--- config.mk ---
export PLATFORM = sky130hd
export DESIGN_NAME = hazard_stall_unit
export DESIGN_NICKNAME = d
export VERILOG_FILES = /design/src/rtl/hazard_stall_unit.sv
export SDC_FILE = /design/constraint.sdc
export NUM_CORES = 1
export LEC_CHECK = 0
export ABC_AREA = 1
export CORE_MARGIN = 2
export CORE_UTILIZATION = 48
export DETAILED_ROUTE_END_ITERATION = 10
export GPL_ROUTABILITY_DRIVEN = 0
export GPL_TIMING_DRIVEN = 0
export HOLD_SLACK_MARGIN = 0.06
export PLACE_DENSITY = 0.79
export REMOVE_ABC_BUFFERS = 1
export SYNTH_ARGS = -nofsm -noshare
export SYNTH_HDL_FRONTEND = slang
export SYNTH_SLANG_ARGS = --single-unit
--- constraint.sdc ---
create_clock -name Clk -period 2.2 [get_ports Clk]
set_clock_uncertainty 0.15 [all_clocks]
set_input_delay 0.33 -clock Clk [delete_from_list [all_inputs] [get_ports Clk]]
set_output_delay 0.33 -clock Clk [all_outputs]
set_load 0.01 [all_outputs]
--- src/rtl/hazard_stall_unit.sv ---
// rtl/hazard_stall_unit.sv - pipeline hazard detection, flush and mul/div stall control
module hazard_stall_unit #(
  parameter int MULDIV_CYCLES = 4
) (
  input  logic        Clk,
  input  logic        Reset,
  input  logic        EX_MemRead,
  input  logic        EX_RegWrite,
  input  logic [4:0]  EX_WriteReg,
  input  logic        MEM_MemRead,
  input  logic [4:0]  MEM_WriteReg,
  input  logic [4:0]  ID_Rs,
  input  logic [4:0]  ID_Rt,
  input  logic        ID_UsesRt,
  input  logic        ID_IsBranch,
  input  logic        EX_BranchTaken,
  input  logic        EX_MulDivStart,
  output logic        PC_Write,
  output logic        IFID_Write,
  output logic        IFID_Flush,
  output logic        IDEX_Write,
  output logic        IDEX_Bubble,
  output logic        Busy,
  output logic [15:0] StallCycles
);

  typedef enum logic {
    ST_RUN,
    ST_MULDIV_WAIT
  } state_t;

  // Cnt holds the remaining frozen cycles; the wait ends on the edge where it reads 1.
  localparam logic [7:0] CNT_LOAD = 8'(MULDIV_CYCLES - 1);

  state_t      r_state;
  logic [7:0]  r_cnt;
  logic [15:0] r_stall_cycles;

  logic w_ex_rs_match;
  logic w_ex_rt_match;
  logic w_mem_rs_match;
  logic w_mem_rt_match;
  logic w_load_use;
  logic w_branch_haz;
  logic w_hazard;

  // Register 0 is hardwired to zero, so a write to it never creates a dependency.
  assign w_ex_rs_match  = (EX_WriteReg  != 5'd0) && (EX_WriteReg  == ID_Rs);
  assign w_ex_rt_match  = (EX_WriteReg  != 5'd0) && (EX_WriteReg  == ID_Rt);
  assign w_mem_rs_match = (MEM_WriteReg != 5'd0) && (MEM_WriteReg == ID_Rs);
  assign w_mem_rt_match = (MEM_WriteReg != 5'd0) && (MEM_WriteReg == ID_Rt);

  assign w_load_use   = EX_MemRead && (w_ex_rs_match || (ID_UsesRt && w_ex_rt_match));
  // Branches compare in ID, so any producer still in EX, or a load still in MEM, is too late to forward.
  assign w_branch_haz = ID_IsBranch &&
                        ((EX_RegWrite && (w_ex_rs_match || w_ex_rt_match)) ||
                         (MEM_MemRead && (w_mem_rs_match || w_mem_rt_match)));
  assign w_hazard     = w_load_use || w_branch_haz;

  assign StallCycles = r_stall_cycles;

  // Pipeline enables: reset, then mul/div freeze, then flush, then hazard stall.
  always_comb begin
    PC_Write    = 1'b1;
    IFID_Write  = 1'b1;
    IFID_Flush  = 1'b0;
    IDEX_Write  = 1'b1;
    IDEX_Bubble = 1'b0;
    Busy        = 1'b0;
    if (Reset) begin
      PC_Write    = 1'b0;
      IFID_Write  = 1'b0;
      IFID_Flush  = 1'b1;
      IDEX_Write  = 1'b1;
      IDEX_Bubble = 1'b1;
    end else if (r_state == ST_MULDIV_WAIT) begin
      PC_Write    = 1'b0;
      IFID_Write  = 1'b0;
      IDEX_Write  = 1'b0;
      Busy        = 1'b1;
    end else if (EX_BranchTaken) begin
      IFID_Flush  = 1'b1;
      IDEX_Bubble = 1'b1;
    end else if (w_hazard) begin
      PC_Write    = 1'b0;
      IFID_Write  = 1'b0;
      IDEX_Bubble = 1'b1;
    end
  end

  // Mul/div occupancy FSM; a taken branch kills the mul/div entering EX.
  always_ff @(posedge Clk) begin
    if (Reset) begin
      r_state <= ST_RUN;
      r_cnt   <= 8'd0;
    end else begin
      case (r_state)
        ST_RUN: begin
          if (EX_MulDivStart && !EX_BranchTaken) begin
            r_state <= ST_MULDIV_WAIT;
            r_cnt   <= CNT_LOAD;
          end
        end
        ST_MULDIV_WAIT: begin
          r_cnt <= r_cnt - 8'd1;
          if (r_cnt == 8'd1) begin
            r_state <= ST_RUN;
          end
        end
        default: begin
          r_state <= ST_RUN;
          r_cnt   <= 8'd0;
        end
      endcase
    end
  end

  // Saturating count of cycles in which the PC was held.
  always_ff @(posedge Clk) begin
    if (Reset) begin
      r_stall_cycles <= 16'd0;
    end else if (!PC_Write && (r_stall_cycles != 16'hFFFF)) begin
      r_stall_cycles <= r_stall_cycles + 16'd1;
    end
  end

endmodule

==> impl_results.md <==
- Slowest CP cell: clkdlybuf4s15_2
- Placement Setup Slack: -0.7767 ns
- Final Max Tran Viols: 0
- Core area: roughly 3600 µm²
- Post-synth cell types: 33
- Worst EP required: approximately 1.7 ns
- Via density: 4.860
- Register area share after synthesis: roughly 28%
- Final setup vio count: 0
- Grt ovf: 0
- Fmax achieved: a little under 0.5 GHz
- Comb power frac: 24.7%
- Share of power burned in registers: between 40% and 50%
- Largest net degree at the start of global routing: 16
- Max-slew headroom: 62.53%
- Post-synth ARST share: 0%
- Final worst setup slack: roughly 0.15 ns
- Antenna viol nets, final: 0
- PD cells: roughly 440 nW/µm²
- Initial Utilization: ~50%
- Clock power share: about 27%
- First-pass DRT Iterations: 4
- HP Start: Reset
- Wirelength per Cell: 10.76 µm
- # placed instances: 376
- Sw frac: 30.58%
- Longest Clk Path Bufs: 2
- Post-synthesis register bit count: 25
- Routed WL: around 4100 µm
- Worst path most repeated cell: nand2_1
- Worst Hold Path EP: r_cnt[2]$_SDFFE_PP0P_
- Leakage: between 1 and 1.5 nW
- Worst-Margin Slew: between 0.5 and 0.6 ns
- Internal power: between 0.0007 and 0.0008 W
- TritonCTS clock tree: yes
- Root buffer cell: clkbuf_8
- Total power: approximately 0.0010 W
- Status: complete, no violations
- Num CTS Buffers: 3
- Remaining DRCs: 0
- Crit-path cells: clkdlybuf4s15_2, nor2_2, nand3_1, nand2_1, inv_1, nand3_1, nand2_1, nand2_1, nand2_1, nand2_1, nand2_2, nand2_4, nand2_8, inv_2, buf_2
- RSZ-0062 raised after global routing: false
- R2r startpoint: StallCycles[0]$_SDFFE_PP0P_
- Die width: about 65 µm
- Tot GR Track Use: between 20% and 30%
- Number of global-route vias before repair: ~1700
- Largest stage delay, worst path: 0.22 ns
- Post-placement cell area: about 2300 µm²
- CP Launch Type: input port
- I/O pin count: between 50 and 60
- Max Fanout on Critical Path: 3
- Clock sink total: 25
- Antenna Cells: 0
- Placed wire-length estimate: about 3000 µm
- R2R Setup Slk: ~0.22 ns
- Post-layout util: 64.68%
- Final Cycle Share: between 90% and 100%
- Minimum clock period: 2.048 ns
- Mapped Area: 1769 µm²
- Core Rows: 22
- Final Hold Vio Count: 0
- Crit end category: primary output
- P&R area growth vs syn: 31.82%
- Insertion delay to the later sink of the worst-skew pair: 0.27 ns
- Top FF cell, synth: dfxtp_1
- Post-layout net count: between 300 and 400
- Synthesized instance count: ~290
- Worst Path Class, Setup: in2out
- Commonest non-fill, non-tap cells in the layout: nand2_1 (69), nor2_1 (43), inv_1 (37)
- Hold Path Stages: 2
- Worst EP arrival: about 1.6 ns
- Final instance count without filler cells: 385
- Die height: about 65 µm
- Initial drt markers: 70
- First-pass GRT wire length: between 7000 and 8000 µm
- Max-Cap Viols: 0
- Syn. warnings: 0
- Clock-pin slew on the worst setup and hold paths: approximately 0.090 ns
- Hold crit path type: in2reg
- Fraction of layout cells with a size suffix above 1: around an eighth
- Syn Area/Cell: slightly above 6 µm²
- Worst-case reg-to-reg path depth: 12
- Via count: 1871
- Net Sw Power: about 0.00031 W
- Most common cell after layout, fill and taps aside: nand2_1
- # fillers: around 350
- DIE AREA: roughly 4200 µm²
- Max VDD drop: 0.0003485 V
- H-tree levels: 1
- Post-synth EDFFs: 0
- Reg2reg end: StallCycles[13]$_SDFFE_PP0P_
- Post-route cell area: 2332 µm²
- Antenna violations before repair: 0
- Port bufs: 50
## metrics by stage
step                TNS, ns  hold WS, ns
floorplan                 0       0.2491
global placement     -5.275       0.3238
detailed placement   -5.889       0.3273
CTS                       0       0.3412
global route              0       0.2903
finish                    0       0.2590
## layout make-up
| type | count | area, µm² | share of cell area [%] |
|---|---|---|---|
| tap | 48 | 60.06 | 2.575 |
| clock buffer | 3 | 41.29 | 1.770 |
| inverter | 41 | 157.7 | 6.760 |
| clock inverter | 1 | 5.005 | 0.2146 |
| multi-input combinational | 213 | 1097 | 47.05 |
| timing repair inverter | 1 | 5.005 | 0.2146 |
| sequential | 25 | 501.7 | 21.51 |
| timing repair buffer | 53 | 464.2 | 19.90 |
## Yosys cell counts (2+ instances only)
cell	number	area share [%]
o21ai_0	5	1.4
nand4_1	4	1.4
nor3_1	3	0.85
nand3_1	25	7.1
inv_1	39	8.3
nand2_2	7	2.5
dfxtp_1	25	28
clkbuf_1	3	0.64
xnor2_1	3	1.5
inv_2	2	0.42
buf_6	2	1.3
a21oi_1	20	5.7
nand2_1	69	15
and3_1	2	0.71
ha_1	3	2.1
nor2_1	46	9.8
xor2_1	9	4.5
nor2_2	3	1.1
a311oi_1	2	0.99
## worst max path at each step
stage	start	to	slack (ns)
2_1_floorplan	StallCycles[0]$_SDFFE_PP0P_	StallCycles[13]$_SDFFE_PP0P_	0.39
4_1_cts	EX_WriteReg[2]	IFID_Write	0.002
6_report	EX_WriteReg[1]	IFID_Write	0.15
3_5_place_dp	EX_WriteReg[0]	IFID_Write	-0.78
5_1_grt	StallCycles[0]$_SDFFE_PP0P_	StallCycles[15]$_SDFFE_PP0P_	0.02
3_3_place_gp	EX_WriteReg[0]	PC_Write	-0.76
## timing repair
item / in CTS / in global routing
setup buffers: 3 / 0
resized for setup: 41 / 30
pin swaps: 6 / 10
cloned: 2 / 0
hold buffers: 0 / 0
endpoints found under the setup margin: 4 / 8
## power groups by stage
stage | Combinational (W) | Sequential, W | Clock [W]
after global routing | 0.000286 | 0.000497 | 0.000305
after floorplan | 0.000134 | 0.000501 | 0
after CTS | 0.000257 | 0.000493 | 0.000288
after global placement | 0.000248 | 0.000503 | 0
final | 0.000253 | 0.000494 | 0.000279
after detailed placement | 0.000253 | 0.000503 | 0
## worst max-delay path: cells and delay by family
family        cells  cell delay, ns
buf+inv           4            0.44
simple gates     11            0.82
## per-layer routing
| metal | wire, µm | global-route usage (%) |
|---|---|---|
| met1 | 2010 | 27.50 |
| met3 | 123 | 3.819 |
| met2 | 1955 | 35.18 |
| met5 | 0 | 0 |
| met4 | 52 | 6.117 |
## sequential cells by signal (all words and copies together), names as in the netlist
| register | count |
|---|---|
| r_cnt | 8 |
| StallCycles | 16 |
| r_state | 1 |
## logic make-up after synthesis
logic type / after synthesis / synth area share, %
DFF: 25 / 28.29
and+or+nand+nor: 166 / 41.73
buffers and inverters: 49 / 12.16
AOI/OAI and AO/OA: 31 / 9.760
adders and majority gates: 3 / 2.122
xor gates and xnor gates: 12 / 5.941
Note: power is estimated with default switching activity, not from simulation.
